<file path="src/rtl/ef_apb_irq_pkg.sv">
// Shared definitions for the APB-to-core bridge: FSM state type, local register
// offsets (PADDR[7:0] within region 0x0F) and the unmapped/timeout read pattern.
package ef_apb_irq_pkg;

   typedef enum logic [1:0] {
      StIdle,
      StWait,
      StResp
   } core_state_e;

   localparam logic [7:0]  LocalRegion = 8'h0F;
   localparam logic [7:0]  OffRis      = 8'h04;
   localparam logic [7:0]  OffIm       = 8'h08;
   localparam logic [7:0]  OffMis      = 8'h0C;
   localparam logic [7:0]  OffIcr      = 8'h10;
   localparam logic [7:0]  OffEdge     = 8'h14;
   localparam logic [31:0] DeadBeef    = 32'hDEADBEEF;

endpackage

</file>
<file path="src/rtl/ef_irq_flag_ctrl.sv">
// Interrupt flag block: per-flag level/edge capture (RIS), mask (IM), W1C clear (ICR),
// masked status (MIS) and the registered interrupt output.
module ef_irq_flag_ctrl #(
   parameter int unsigned NUM_FLAGS = 9
) (
   input  logic                 clk_i,
   input  logic                 rst_i,
   input  logic [NUM_FLAGS-1:0] flags_i,
   input  logic                 im_we_i,
   input  logic                 edge_we_i,
   input  logic                 icr_we_i,
   input  logic [NUM_FLAGS-1:0] wdata_i,
   output logic [NUM_FLAGS-1:0] ris_o,
   output logic [NUM_FLAGS-1:0] im_o,
   output logic [NUM_FLAGS-1:0] edge_o,
   output logic [NUM_FLAGS-1:0] mis_o,
   output logic                 irq_o
);

   logic [NUM_FLAGS-1:0] im_q, im_d;
   logic [NUM_FLAGS-1:0] edge_mode_q, edge_mode_d;
   logic [NUM_FLAGS-1:0] sticky_q, sticky_d;
   logic [NUM_FLAGS-1:0] flags_prev_q;
   logic                 irq_q, irq_d;

   always_comb begin
      im_d        = im_q;
      edge_mode_d = edge_mode_q;
      sticky_d    = sticky_q;
      if (im_we_i)   im_d = wdata_i;
      if (edge_we_i) edge_mode_d = wdata_i;
      if (icr_we_i)  sticky_d = sticky_d & ~wdata_i;
      if (edge_we_i) sticky_d = sticky_d & ~(edge_mode_q ^ wdata_i);
      // Applied last so a new edge beats a coincident ICR clear.
      sticky_d = sticky_d | (flags_i & ~flags_prev_q & edge_mode_q);

      ris_o  = (edge_mode_q & sticky_q) | (~edge_mode_q & flags_i);
      mis_o  = ris_o & im_q;
      im_o   = im_q;
      edge_o = edge_mode_q;
      irq_d  = |mis_o;
      irq_o  = irq_q;
   end

   always_ff @(posedge clk_i) begin
      if (rst_i) begin
         im_q         <= '0;
         edge_mode_q  <= '0;
         sticky_q     <= '0;
         flags_prev_q <= '0;
         irq_q        <= 1'b0;
      end else begin
         im_q         <= im_d;
         edge_mode_q  <= edge_mode_d;
         sticky_q     <= sticky_d;
         flags_prev_q <= flags_i;
         irq_q        <= irq_d;
      end
   end

endmodule

</file>
<file path="src/rtl/ef_apb_irq_bridge.sv">
// APB slave bridging to a Wishbone-style core plus a local interrupt register block.
// Define EF_APB_IRQ_BRIDGE_TIMEOUT_EN to add a core-ack timeout that answers with PSLVERR.
module ef_apb_irq_bridge
   import ef_apb_irq_pkg::*;
#(
   parameter int unsigned NUM_FLAGS   = 9,
   parameter int unsigned CORE_DW     = 16,
   parameter int unsigned CORE_AW     = 3,
   parameter int unsigned TIMEOUT_CYC = 255
) (
   input  logic                 PCLK,
   input  logic                 PRESET,
   input  logic                 PSEL,
   input  logic                 PENABLE,
   input  logic                 PWRITE,
   input  logic [15:0]          PADDR,
   input  logic [31:0]          PWDATA,
   output logic [31:0]          PRDATA,
   output logic                 PREADY,
   output logic                 PSLVERR,
   output logic [CORE_AW-1:0]   core_adr_o,
   output logic [CORE_DW-1:0]   core_dat_o,
   input  logic [CORE_DW-1:0]   core_dat_i,
   output logic                 core_we_o,
   output logic                 core_stb_o,
   output logic                 core_cyc_o,
   input  logic                 core_ack_i,
   input  logic [NUM_FLAGS-1:0] flags_i,
   output logic                 irq_o
);

   core_state_e          state_q, state_d;
   logic [CORE_AW-1:0]   adr_q, adr_d;
   logic [CORE_DW-1:0]   dat_q, dat_d;
   logic                 we_q, we_d;
   logic [31:0]          rdata_q, rdata_d;
   logic                 access, local_sel, local_req, local_wr;
   logic [7:0]           offset;
   logic [31:0]          local_rdata;
   logic [NUM_FLAGS-1:0] ris, im, edge_mode, mis;
   logic                 unused_pwdata;

`ifdef EF_APB_IRQ_BRIDGE_TIMEOUT_EN
   localparam logic [7:0] TimeoutLast = 8'(TIMEOUT_CYC - 1);
   logic [7:0] cnt_q, cnt_d;
   logic       err_q, err_d;
`endif

   assign access        = PSEL & PENABLE;
   assign local_sel     = (PADDR[15:8] == LocalRegion);
   assign offset        = PADDR[7:0];
   assign local_req     = access & local_sel & (state_q == StIdle);
   assign local_wr      = local_req & PWRITE;
   assign unused_pwdata = ^PWDATA;

   ef_irq_flag_ctrl #(
      .NUM_FLAGS(NUM_FLAGS)
   ) u_flag_ctrl (
      .clk_i    (PCLK),
      .rst_i    (PRESET),
      .flags_i  (flags_i),
      .im_we_i  (local_wr && offset == OffIm),
      .edge_we_i(local_wr && offset == OffEdge),
      .icr_we_i (local_wr && offset == OffIcr),
      .wdata_i  (PWDATA[NUM_FLAGS-1:0]),
      .ris_o    (ris),
      .im_o     (im),
      .edge_o   (edge_mode),
      .mis_o    (mis),
      .irq_o    (irq_o)
   );

   always_comb begin
      local_rdata = DeadBeef;
      case (offset)
         OffRis:  local_rdata = 32'(ris);
         OffIm:   local_rdata = 32'(im);
         OffMis:  local_rdata = 32'(mis);
         OffIcr:  local_rdata = '0;
         OffEdge: local_rdata = 32'(edge_mode);
         default: ;
      endcase
   end

   always_comb begin
      state_d = state_q;
      adr_d   = adr_q;
      dat_d   = dat_q;
      we_d    = we_q;
      rdata_d = rdata_q;
`ifdef EF_APB_IRQ_BRIDGE_TIMEOUT_EN
      cnt_d   = cnt_q;
      err_d   = err_q;
`endif
      unique case (state_q)
         StIdle: begin
            if (access && !local_sel) begin
               state_d = StWait;
               adr_d   = PADDR[CORE_AW:1];
               dat_d   = PWDATA[CORE_DW-1:0];
               we_d    = PWRITE;
`ifdef EF_APB_IRQ_BRIDGE_TIMEOUT_EN
               cnt_d   = '0;
               err_d   = 1'b0;
`endif
            end
         end
         StWait: begin
            if (core_ack_i) begin
               state_d = StResp;
               rdata_d = 32'(core_dat_i);
               we_d    = 1'b0;
            end
`ifdef EF_APB_IRQ_BRIDGE_TIMEOUT_EN
            else if (cnt_q == TimeoutLast) begin
               state_d = StResp;
               rdata_d = DeadBeef;
               we_d    = 1'b0;
               err_d   = 1'b1;
            end else begin
               cnt_d = cnt_q + 8'd1;
            end
`endif
         end
         StResp:  state_d = StIdle;
         default: state_d = StIdle;
      endcase
   end

   always_comb begin
      core_adr_o = adr_q;
      core_dat_o = dat_q;
      core_we_o  = we_q;
      core_stb_o = (state_q == StWait);
      core_cyc_o = (state_q == StWait);
      PREADY     = access & (local_req | (state_q == StResp));
      PRDATA     = (state_q == StResp) ? rdata_q : local_rdata;
`ifdef EF_APB_IRQ_BRIDGE_TIMEOUT_EN
      PSLVERR    = access & (state_q == StResp) & err_q;
`else
      PSLVERR    = 1'b0;
`endif
   end

   always_ff @(posedge PCLK) begin
      if (PRESET) begin
         state_q <= StIdle;
         adr_q   <= '0;
         dat_q   <= '0;
         we_q    <= 1'b0;
         rdata_q <= '0;
`ifdef EF_APB_IRQ_BRIDGE_TIMEOUT_EN
         cnt_q   <= '0;
         err_q   <= 1'b0;
`endif
      end else begin
         state_q <= state_d;
         adr_q   <= adr_d;
         dat_q   <= dat_d;
         we_q    <= we_d;
         rdata_q <= rdata_d;
`ifdef EF_APB_IRQ_BRIDGE_TIMEOUT_EN
         cnt_q   <= cnt_d;
         err_q   <= err_d;
`endif
      end
   end

endmodule

</file>
<file path="config.mk">
export PLATFORM = sky130hd
export DESIGN_NAME = ef_apb_irq_bridge
export DESIGN_NICKNAME = d
export VERILOG_FILES = /design/src/rtl/ef_apb_irq_pkg.sv /design/src/rtl/ef_irq_flag_ctrl.sv /design/src/rtl/ef_apb_irq_bridge.sv
export SDC_FILE = /design/constraint.sdc
export NUM_CORES = 1
export LEC_CHECK = 0
export ABC_AREA = 1
export BUFFER_PORTS_ARGS = -buffer_cell sky130_fd_sc_hd__buf_2
export CAP_MARGIN = 10
export CORE_ASPECT_RATIO = 1.75
export CORE_MARGIN = 4
export CORE_UTILIZATION = 45
export DETAILED_ROUTE_END_ITERATION = 12
export HOLD_SLACK_MARGIN = 0.08
export PLACE_DENSITY_LB_ADDON = 0.25
export RECOVER_POWER = 50
export SETUP_SLACK_MARGIN = 0.1
export SLEW_MARGIN = 30
export SYNTH_ARGS = -nofsm -noshare
export SYNTH_HDL_FRONTEND = slang
export SYNTH_SLANG_ARGS = --single-unit
</file>
<file path="constraint.sdc">
create_clock -name PCLK -period 3.1 [get_ports PCLK]
set_clock_uncertainty 0.05 [all_clocks]
set_input_delay 0.155 -clock PCLK [delete_from_list [all_inputs] [get_ports PCLK]]
set_output_delay 0.155 -clock PCLK [all_outputs]
set_load 0.05 [all_outputs]
</file>
==> results summary, run 1 <==
The remaining global-route overflow came out at 0. The number of top-level design ports is about 140. The depth of the worst register-to-register path came out at 8. During synthesis, Yosys emitted a total of 0 warnings.

Cell internal power was estimated by the tool at between 1.5 and 2 mW. The clock sink count came out at 75. The post-synthesis simple-gate area fraction came out at a little under two fifths.

The maximum clock frequency is 0.3817 GHz. The cell row count came out at between 40 and 50. The delay of the slowest critical-path stage is about 0.54 ns. The post-synthesis cell count is about 600. Of the total synthesized cell area, the portion taken by full adders, half adders and majority gates is 0%. The die outline area is about 11000 sq um.

Traced cell by cell, the critical path runs through dlygate4sd3_1 > buf_2 > nor2_1 > nand3_1 > nor2_4 > nand2_1 > nand2_1 > nor2_1 > a21oi_1 > buf_2. The largest fanout of any net on the critical path is 27. The portion of the post-synthesis area used by sequential elements is around 37%. For this design the total switching power over the nets is approximately 0.67 mW.

On the critical path the largest part of the delay comes from simple AND/OR/NAND/NOR gates. The maximum resistive drop on vdd came out at around 0.00029 V. The worst setup path is launched from an input port. The number of global-route vias before repair came out at between 4k and 5k. The XOR/XNOR share of the synthesized area came out at 1.945%. The total of buffers placed on input and output ports came out at 113. Global routing used 22.44% of the available tracks. Clock-pin slew was measured on the worst setup and hold paths at approximately 0.06 ns. The layout overhead on the synthesized area came out at 26.09%.

The total buffers and inverters traversed by the critical path came out at 3. The layout cell share with drive strength beyond 1 came out at a little under a fifth. The critical path required time came out at 2.89 ns. In this run the vertical extent of the chip is 133.5 microns. Counting along the longest clock path gives a buffer depth of 2. In the routed layout, each cell is associated on average with a via count of 4.985. The flow ran to the end, and the final reports show no timing, DRC or antenna violations. For this block, the initial DRC count from the detailed router was 171. TritonCTS built the clock tree. The pin count of the biggest net entering global routing came out at 36. After synthesis, the share of cell area in mux cells is 0%. The static power due to leakage came out at 2.262 nW. The effective utilization at floorplan is a little under half.

The number of antenna violations at the first check in global routing is 0. The number of clock buffers added by TritonCTS is 9. The logic depth of the worst path, buffers included came out at 10. The routability congestion estimate came out at about 0.85. The relative max-transition margin came out at a little under 20%. The first-pass GRT wire length is around 19000 microns. The total half-perimeter wirelength after legalization and detailed placement is 8301 microns. The net total in the final layout is about 800. Setup violations remaining at the end of the flow were counted as 0. The area of the core came out at roughly 8700 sq um. The number of detailed-routing iterations run before antenna repair is 4.

CTS built an H-tree with a depth of 3. Counting instances, the worst hold path has a depth of 3. The final critical-path required period is roughly 2.6 ns. Of the total power, combinational logic draws between 10% and 20%. The number of antenna cells inserted came out at 0. The data arrival at the endpoint of the critical path is between 2 and 2.5 ns. The unique cell type count in the Yosys netlist is 27.

In the final routed layout, each cell accounts on average for 13.88 microns. Net switching is 27.66% of the power. The total DRC errors in the routed layout is 0. After layout, the worst path uses a little over four fifths of the clock period.

The final max-slew violation count is 0. The routed layout has about 4.2k vias. On the critical path, the stage with the largest delay is an instance of sky130_fd_sc_hd__dlygate4sd3_1. In the final timing run, aggregate negative setup slack is 0 ns.

From left edge to right edge, the die measures ~80 microns. The worst setup path is captured at a primary output. The fraction of power consumed by sequential logic is a little over two fifths. At the pin with the least slew margin, the transition time is around 1.2 ns. In this run the clock root is driven by a sky130_fd_sc_hd__clkbuf_16. For this block, the routed nets add up to about 12000 microns of wire.

The fraction of the mapped netlist area in compound gates came out at between 10% and 20%. The class of the most critical setup path is in2out. Once detail routing completed, the nets flagged for antenna violations numbered 0. The clock network fraction of total power is between 40% and 50%. The final number of hold-violating endpoints came out at 0. The post-route total power is 2.422 mW. The power density over the cells came out at approximately 470 nW/um^2. By area, the combinational part of the netlist is dominated by simple AND/OR/NAND/NOR gates. The number of gates given a new drive strength after cts came out at 0. The netlist area before placement came out at just over 4000 sq um. The clock network latency to the later pin of the worst-skew pair came out at between 0.3 and 0.4 ns. Counting flops and latches in the post-synthesis netlist gives 75. The number of post-CTS setup repair buffers came out at 0.

The post-synthesis area per instance came out at 6.732 sq um. Setup repair after global routing left no endpoint under its margin. The number of filler cells placed in the layout is ~860. In this run the worst hold path is classified as in2reg. The number of hold buffers added after CTS was 33. The total of max-cap violations is 0.
-- layer usage --
metal | vias up | share of wire, % | track usage [%] | routed length [microns]
met1 | 1916 | 39 | 23.74 | 4541
met3 | 24 | 5.2 | 5.548 | 609
met5 | - | 0 | 0 | 0
li1 | 2156 | - | - | -
met2 | 116 | 53 | 41.12 | 6235
met4 | 0 | 2.9 | 9.492 | 340
-- placed cells by master, fill, tap and decap left out, types with 4 or more instances in the layout --
master and n:
sky130_fd_sc_hd__a21oi_2 4, sky130_fd_sc_hd__nand2_2 6, sky130_fd_sc_hd__nor2_4 7, sky130_fd_sc_hd__clkbuf_16 9
sky130_fd_sc_hd__dlygate4sd3_1 33, sky130_fd_sc_hd__xor2_1 9, sky130_fd_sc_hd__inv_2 4, sky130_fd_sc_hd__nand3b_1 9
sky130_fd_sc_hd__nand3_1 60, sky130_fd_sc_hd__clkbuf_1 26, sky130_fd_sc_hd__dfxtp_1 75, sky130_fd_sc_hd__buf_2 87
sky130_fd_sc_hd__conb_1 6, sky130_fd_sc_hd__clkbuf_8 5, sky130_fd_sc_hd__nor2_1 102, sky130_fd_sc_hd__buf_4 5
sky130_fd_sc_hd__nand4_1 20, sky130_fd_sc_hd__nand2_1 108, sky130_fd_sc_hd__o21ai_0 41, sky130_fd_sc_hd__a21oi_1 40
sky130_fd_sc_hd__inv_1 58
-- cell usage after synthesis (all sizes together) --
| master | number | area, sq um |
|---|---|---|
| nand4 | 20 | 125.1 |
| nand3 | 63 | 337.8 |
| o21ai | 43 | 215.2 |
| clkbuf | 15 | 56.30 |
| nor2 | 111 | 496.7 |
| clkinv | 2 | 7.510 |
| nand2 | 114 | 442.9 |
| buf | 30 | 229.0 |
| xor2 | 9 | 78.83 |
| conb | 1 | 3.750 |
| dfxtp | 75 | 1501 |
| nand3b | 9 | 67.56 |
| a21oi | 44 | 235.2 |
| and2 | 1 | 7.510 |
| nor3 | 3 | 15.01 |
| inv | 62 | 232.7 |
-- logic make-up after synthesis --
group | after synthesis
AND/OR/NAND/NOR | 321
buffers and inverters | 109
AO/OA/AOI/OAI | 87
flip-flops | 75
XOR/XNOR | 9
other | 1
-- path summary, 6_finish.rpt --
check,start,end,slack (ns)
min reg2reg,rdata_q[14],rdata_q[14],0.40
min,PADDR[2],core_adr_o[1],0.09
max,PADDR[1],PRDATA[2],0.48
max reg2reg,state_q[0],u_flag_ctrl.edge_o[7],0.79
-- sequential cells by signal (all words and copies together), names as in the netlist --
register,cells
u_flag_ctrl.im_o,9
u_flag_ctrl.sticky_q,9
rdata_q,16
u_flag_ctrl.flags_prev_q,9
core_we_o,1
core_dat_o,16
core_adr_o,3
u_flag_ctrl.irq_o,1
state_q,2
u_flag_ctrl.edge_o,9
-- power groups by stage --
stage          sequential [mW]  combinational (mW)  clock (mW)
6_report                  1.01               0.376        1.04
2_1_floorplan             1.09               0.191           0
3_5_place_dp              1.03               0.352           0
3_3_place_gp              1.03               0.347           0
4_1_cts                   1.01               0.385        1.05
5_1_grt                   1.01               0.407        1.09
-- through the flow --
| step | hold slack (ns) | setup WS [ns] | cells | area [sq um] | utilization (%) |
|---|---|---|---|---|---|
| after floorplan | 0.1883 | 0.9213 | 607 | 4071 | - |
| after global placement | 0.3290 | 1.090 | 797 | 4536 | 51.97 |
| after detailed placement | 0.3348 | 1.073 | 797 | 4536 | 51.97 |
| after CTS | 0.08663 | 0.5086 | 845 | 5165 | 59.18 |
| after global routing | 0.1107 | 0.2651 | 845 | 5110 | 58.55 |
| final | 0.08898 | 0.4804 | 845 | 5110 | 58.55 |
-- tightest hold or removal path, delay by kind of cell --
family	cells	cell delay, ns
compound gates	1	0.06
buf+inv	2	0.22
-- cell type report --
class	count	area (sq um)	share of cell area [%]
Clock buffer	14	294.0	5.754
Inverter	64	240.2	4.701
Multi-Input combinational cell	423	2022	39.57
Tap cell	117	146.4	2.865
Clock inverter	1	5.005	0.09794
Timing Repair Buffer	151	900.9	17.63
Sequential cell	75	1501	29.38
Note: power is estimated with default switching activity, not from simulation.
==> run 2, diff against run 1 <==
- clock period: 3.1 -> 2.6 ns (I/O delays scaled with it)
==> run 2 against run 1 <==
  * Combinational power rose by 21%
  * Hold slack got worse by 0.0035 ns
  * Non-clock buffer count rose by 8
  * Largest power group unchanged
==> results summary, run 2 (synthesized netlist as in run 1, its figures left out) <==
The maximum buffer depth of the clock tree is 2 (unchanged). The sort of element at the end of the critical path is a primary output (unchanged). The net total in the final layout came to 812 (was 803). The power dissipated by switching net loads came out at 0.8087 mW (was 0.6699 mW).

The routed length per placed instance came out at 13.91 microns (was 13.88 microns). The type of the tightest min-delay check is in2reg (unchanged). The critical-path cell with the highest stage delay is sky130_fd_sc_hd__dlygate4sd3_1 (unchanged). Commonest non-fill, non-tap cells in the layout: sky130_fd_sc_hd__nand2_1, sky130_fd_sc_hd__nor2_1, sky130_fd_sc_hd__buf_2 (unchanged).

The power density over the cells is 557.4 nW/um^2 (was 474.1 nW/um^2). The data arrival at the endpoint of the critical path is 2.21 ns (was 2.41 ns). The met1 routing resource usage after global routing is 23.29% (was 23.74%).

The layout cell share with drive strength beyond 1 is 18.70% (was 18.41%). The final max-slew violation count was 0 (unchanged). The remaining number of nets flagged by the antenna check after routing is 0 (unchanged). The number of antenna cells inserted is 0 (unchanged). The startpoint of the most critical register-to-register path is state_q[1] (was state_q[0]). The nature of the critical path startpoint is an input port (unchanged). The power share of the combinational group came out at 15.8% (was 15.5%). The height of the die is 133.5 microns (unchanged). Run status: complete, no violations (unchanged).

The number of global-route vias before repair came out at 4166 (was 4103). The number of top-level design ports came out at 136 (unchanged). The internal power component was 2.089 mW (was 1.752 mW).

The final number of hold-violating endpoints came out at 0 (unchanged). The total negative slack came out at 0 ns (unchanged). The actual slew at the worst max-slew pin was 0.7493 ns (was 1.207 ns).

The maximum resistive drop on vdd came out at 0.0003668 V (was 0.0002929 V). The number of gates given a new drive strength after cts came out at 0 (unchanged). The total half-perimeter wirelength after legalization and detailed placement came to 8427 microns (was 8301 microns). The total of max-cap violations is 0 (unchanged). The first-pass GRT wire length came out at 18960 microns (was 19000 microns). The switching share of power came out at 27.91% (was 27.66%). The number of antenna violations at the first check in global routing came to 0 (unchanged). Based on the critical path, the design can be clocked at up to between 0.4 and 0.5 GHz. The hold slack came out at 0.08549 ns (was 0.08898 ns).

The number of detailed-routing iterations run before antenna repair came out at 4 (unchanged). The clock sink count came out at 75 (unchanged). The total number of vias is 4310 (was 4212). The class of the most critical setup path is in2out (unchanged). The relative max-transition margin is 49.99% (was 19.23%). The routability congestion estimate came out at 0.8516 (was 0.8511). The logic depth of the worst path, buffers included was 11 (was 10). Setup repair after global routing missed its margin: false (unchanged). The detailed-route vias per instance is 5.041 (was 4.985).

The register-to-register setup slack is 0.47 ns (was 0.79 ns). The remaining global-route overflow was 0 (unchanged). List of cells traversed by the critical path: dlygate4sd3_1 > buf_2 > nor2_1 > nand3_1 > nor2_4 > buf_12 > nand2_1 > nand2_1 > nor2_1 > a21oi_1 > buf_2 (was dlygate4sd3_1 > buf_2 > nor2_1 > nand3_1 > nor2_4 > nand2_1 > nand2_1 > nor2_1 > a21oi_1 > buf_2). The depth of the worst register-to-register path came out at 8 (unchanged). The global routing's busiest layer is met2 (unchanged). The most frequent standard cell in the layout excluding fill and tap cells is sky130_fd_sc_hd__nand2_1 (unchanged).

The total of buffers placed on input and output ports came out at 113 (unchanged). The final setup violation count is 0 (unchanged). The clock tree from TritonCTS is built (unchanged). The final cycle utilization of the critical path is approximately 92%. The pin count of the biggest net entering global routing was 42 (was 36). The cell class contributing the biggest share of worst-path delay was buffers and inverters (was simple AND/OR/NAND/NOR gates). The clock network latency to the later pin of the worst-skew pair was 0.34 ns (about the same). The critical hold path startpoint was PWDATA[8] (was PADDR[2]). The delay of the slowest critical-path stage was 0.55 ns (was 0.54 ns). The static power due to leakage came out at 2.291 nW (was 2.262 nW). The number of H-tree levels is 3 (unchanged). The total DRC errors in the routed layout came to 0 (unchanged). The fraction of power consumed by sequential logic is 41.6% (was 41.7%).

The clock tree root buffer cell is sky130_fd_sc_hd__clkbuf_16 (unchanged). The count of non-filler cells in the finished layout is 855 (was 845). The clock edge transition at the registers on the reported setup and hold paths is 0.06 ns (about the same). The final critical-path required period is between 2 and 2.5 ns. The count of placed standard cells including taps came out at 798 (was 797). The capturing point of the worst reg2reg path is core_dat_o[5] (was u_flag_ctrl.edge_o[7]). The total buffers and inverters traversed by the critical path is 4 (was 3). The global-route track usage on met2 is 41.67% (was 41.12%). The met3 demand-to-capacity share in global routing came out at 4.465% (was 5.548%). The width of the chip came out at 79.74 microns (unchanged).

The final wirelength was 11890 microns (was 11730 microns). The final design utilization came to 59.57% (was 58.55%). The overall track demand over capacity in global routing is 22.35% (was 22.44%). The capture point of the worst path is PRDATA[1] (was PRDATA[2]). The total placed instance area came out at 4543 sq um (was 4536 sq um). The cell row count came out at 45 (unchanged). The largest fanout of any net on the critical path is 12 (was 27). The instance count along the most critical hold path was 3 (unchanged).

The count of routing violations after the opening detailed-route iteration was 181 (was 171). The critical path required time came out at 2.42 ns (was 2.89 ns). The layout overhead on the synthesized area came out at 28.28% (was 26.09%).

The area of the core came to 8727 sq um (unchanged). The number of clock buffers inserted by TritonCTS is 9 (unchanged). The clock network fraction of total power was 42.7% (about the same). The die outline area came out at 10650 sq um (unchanged). The critical path startpoint is PADDR[1] (unchanged). The effective utilization at floorplan came out at 46.44% (unchanged).

The final non-filler cell area came out at 5199 sq um (was 5110 sq um).
run 2: cell count changes in the layout (fill, tap and decap cells not counted), sizes merged:
| cell | delta |
|---|---|
| bufinv | +1 |
| clkbuf | -2 |
| buf | +2 |
| clkinvlp | +1 |
| nor2 | +1 |
| clkinv | +2 |
| dlygate4sd3 | +5 |
run 2: cell type report:
class | instances | area (sq um)
Clock buffer | 11 | 242.7
Clock inverter | 5 | 52.55
Fill cell | 836 | 3528
Inverter | 64 | 240.2
Multi-Input combinational cell | 424 | 2033
Sequential cell | 75 | 1501
Tap cell | 117 | 146.4
Timing Repair Buffer | 159 | 982.2
run 2: how the worst min path moves through the flow:
stage,to,slack (ns)
after floorplan,u_flag_ctrl.flags_prev_q[8],0.16
after detailed placement,core_dat_o[12],0.31
after global placement,core_dat_o[11],0.30
final,core_dat_o[8],0.09
after global routing,u_flag_ctrl.sticky_q[6],0.1
after CTS,core_dat_o[6],0.08
run 2: worst min-delay path, cell delays in order:
cell and delay (ns):
sky130_fd_sc_hd__buf_2 0.13, sky130_fd_sc_hd__inv_1 0.10, sky130_fd_sc_hd__a21oi_1 0.07
run 2: through the flow:
stage	setup WS [ns]	total power [mW]
floorplan	0.4463	1.533
global placement	0.7152	1.642
detailed placement	0.6931	1.649
CTS	0.1439	2.918
global route	0.1135	3.000
finish	0.2078	2.898
run 2: what timing repair did:
action,CTS,global route
buffers inserted,0,2
endpoints found under the hold margin,38,0
endpoints found under the setup margin,0,9
hold buffers,38,0
run 2: power by group through the flow:
stage,sequential (mW),combinational (mW),clock [mW]
floorplan,1.30,0.228,0
global placement,1.23,0.414,0
detailed placement,1.23,0.420,0
CTS,1.20,0.465,1.25
global route,1.21,0.492,1.30
finish,1.21,0.456,1.24
run 2: per-layer routing:
layer,vias up,wire [microns]
li1,2173,-
met5,-,0
met2,129,6391
met4,0,384
met1,1978,4439
met3,30,673
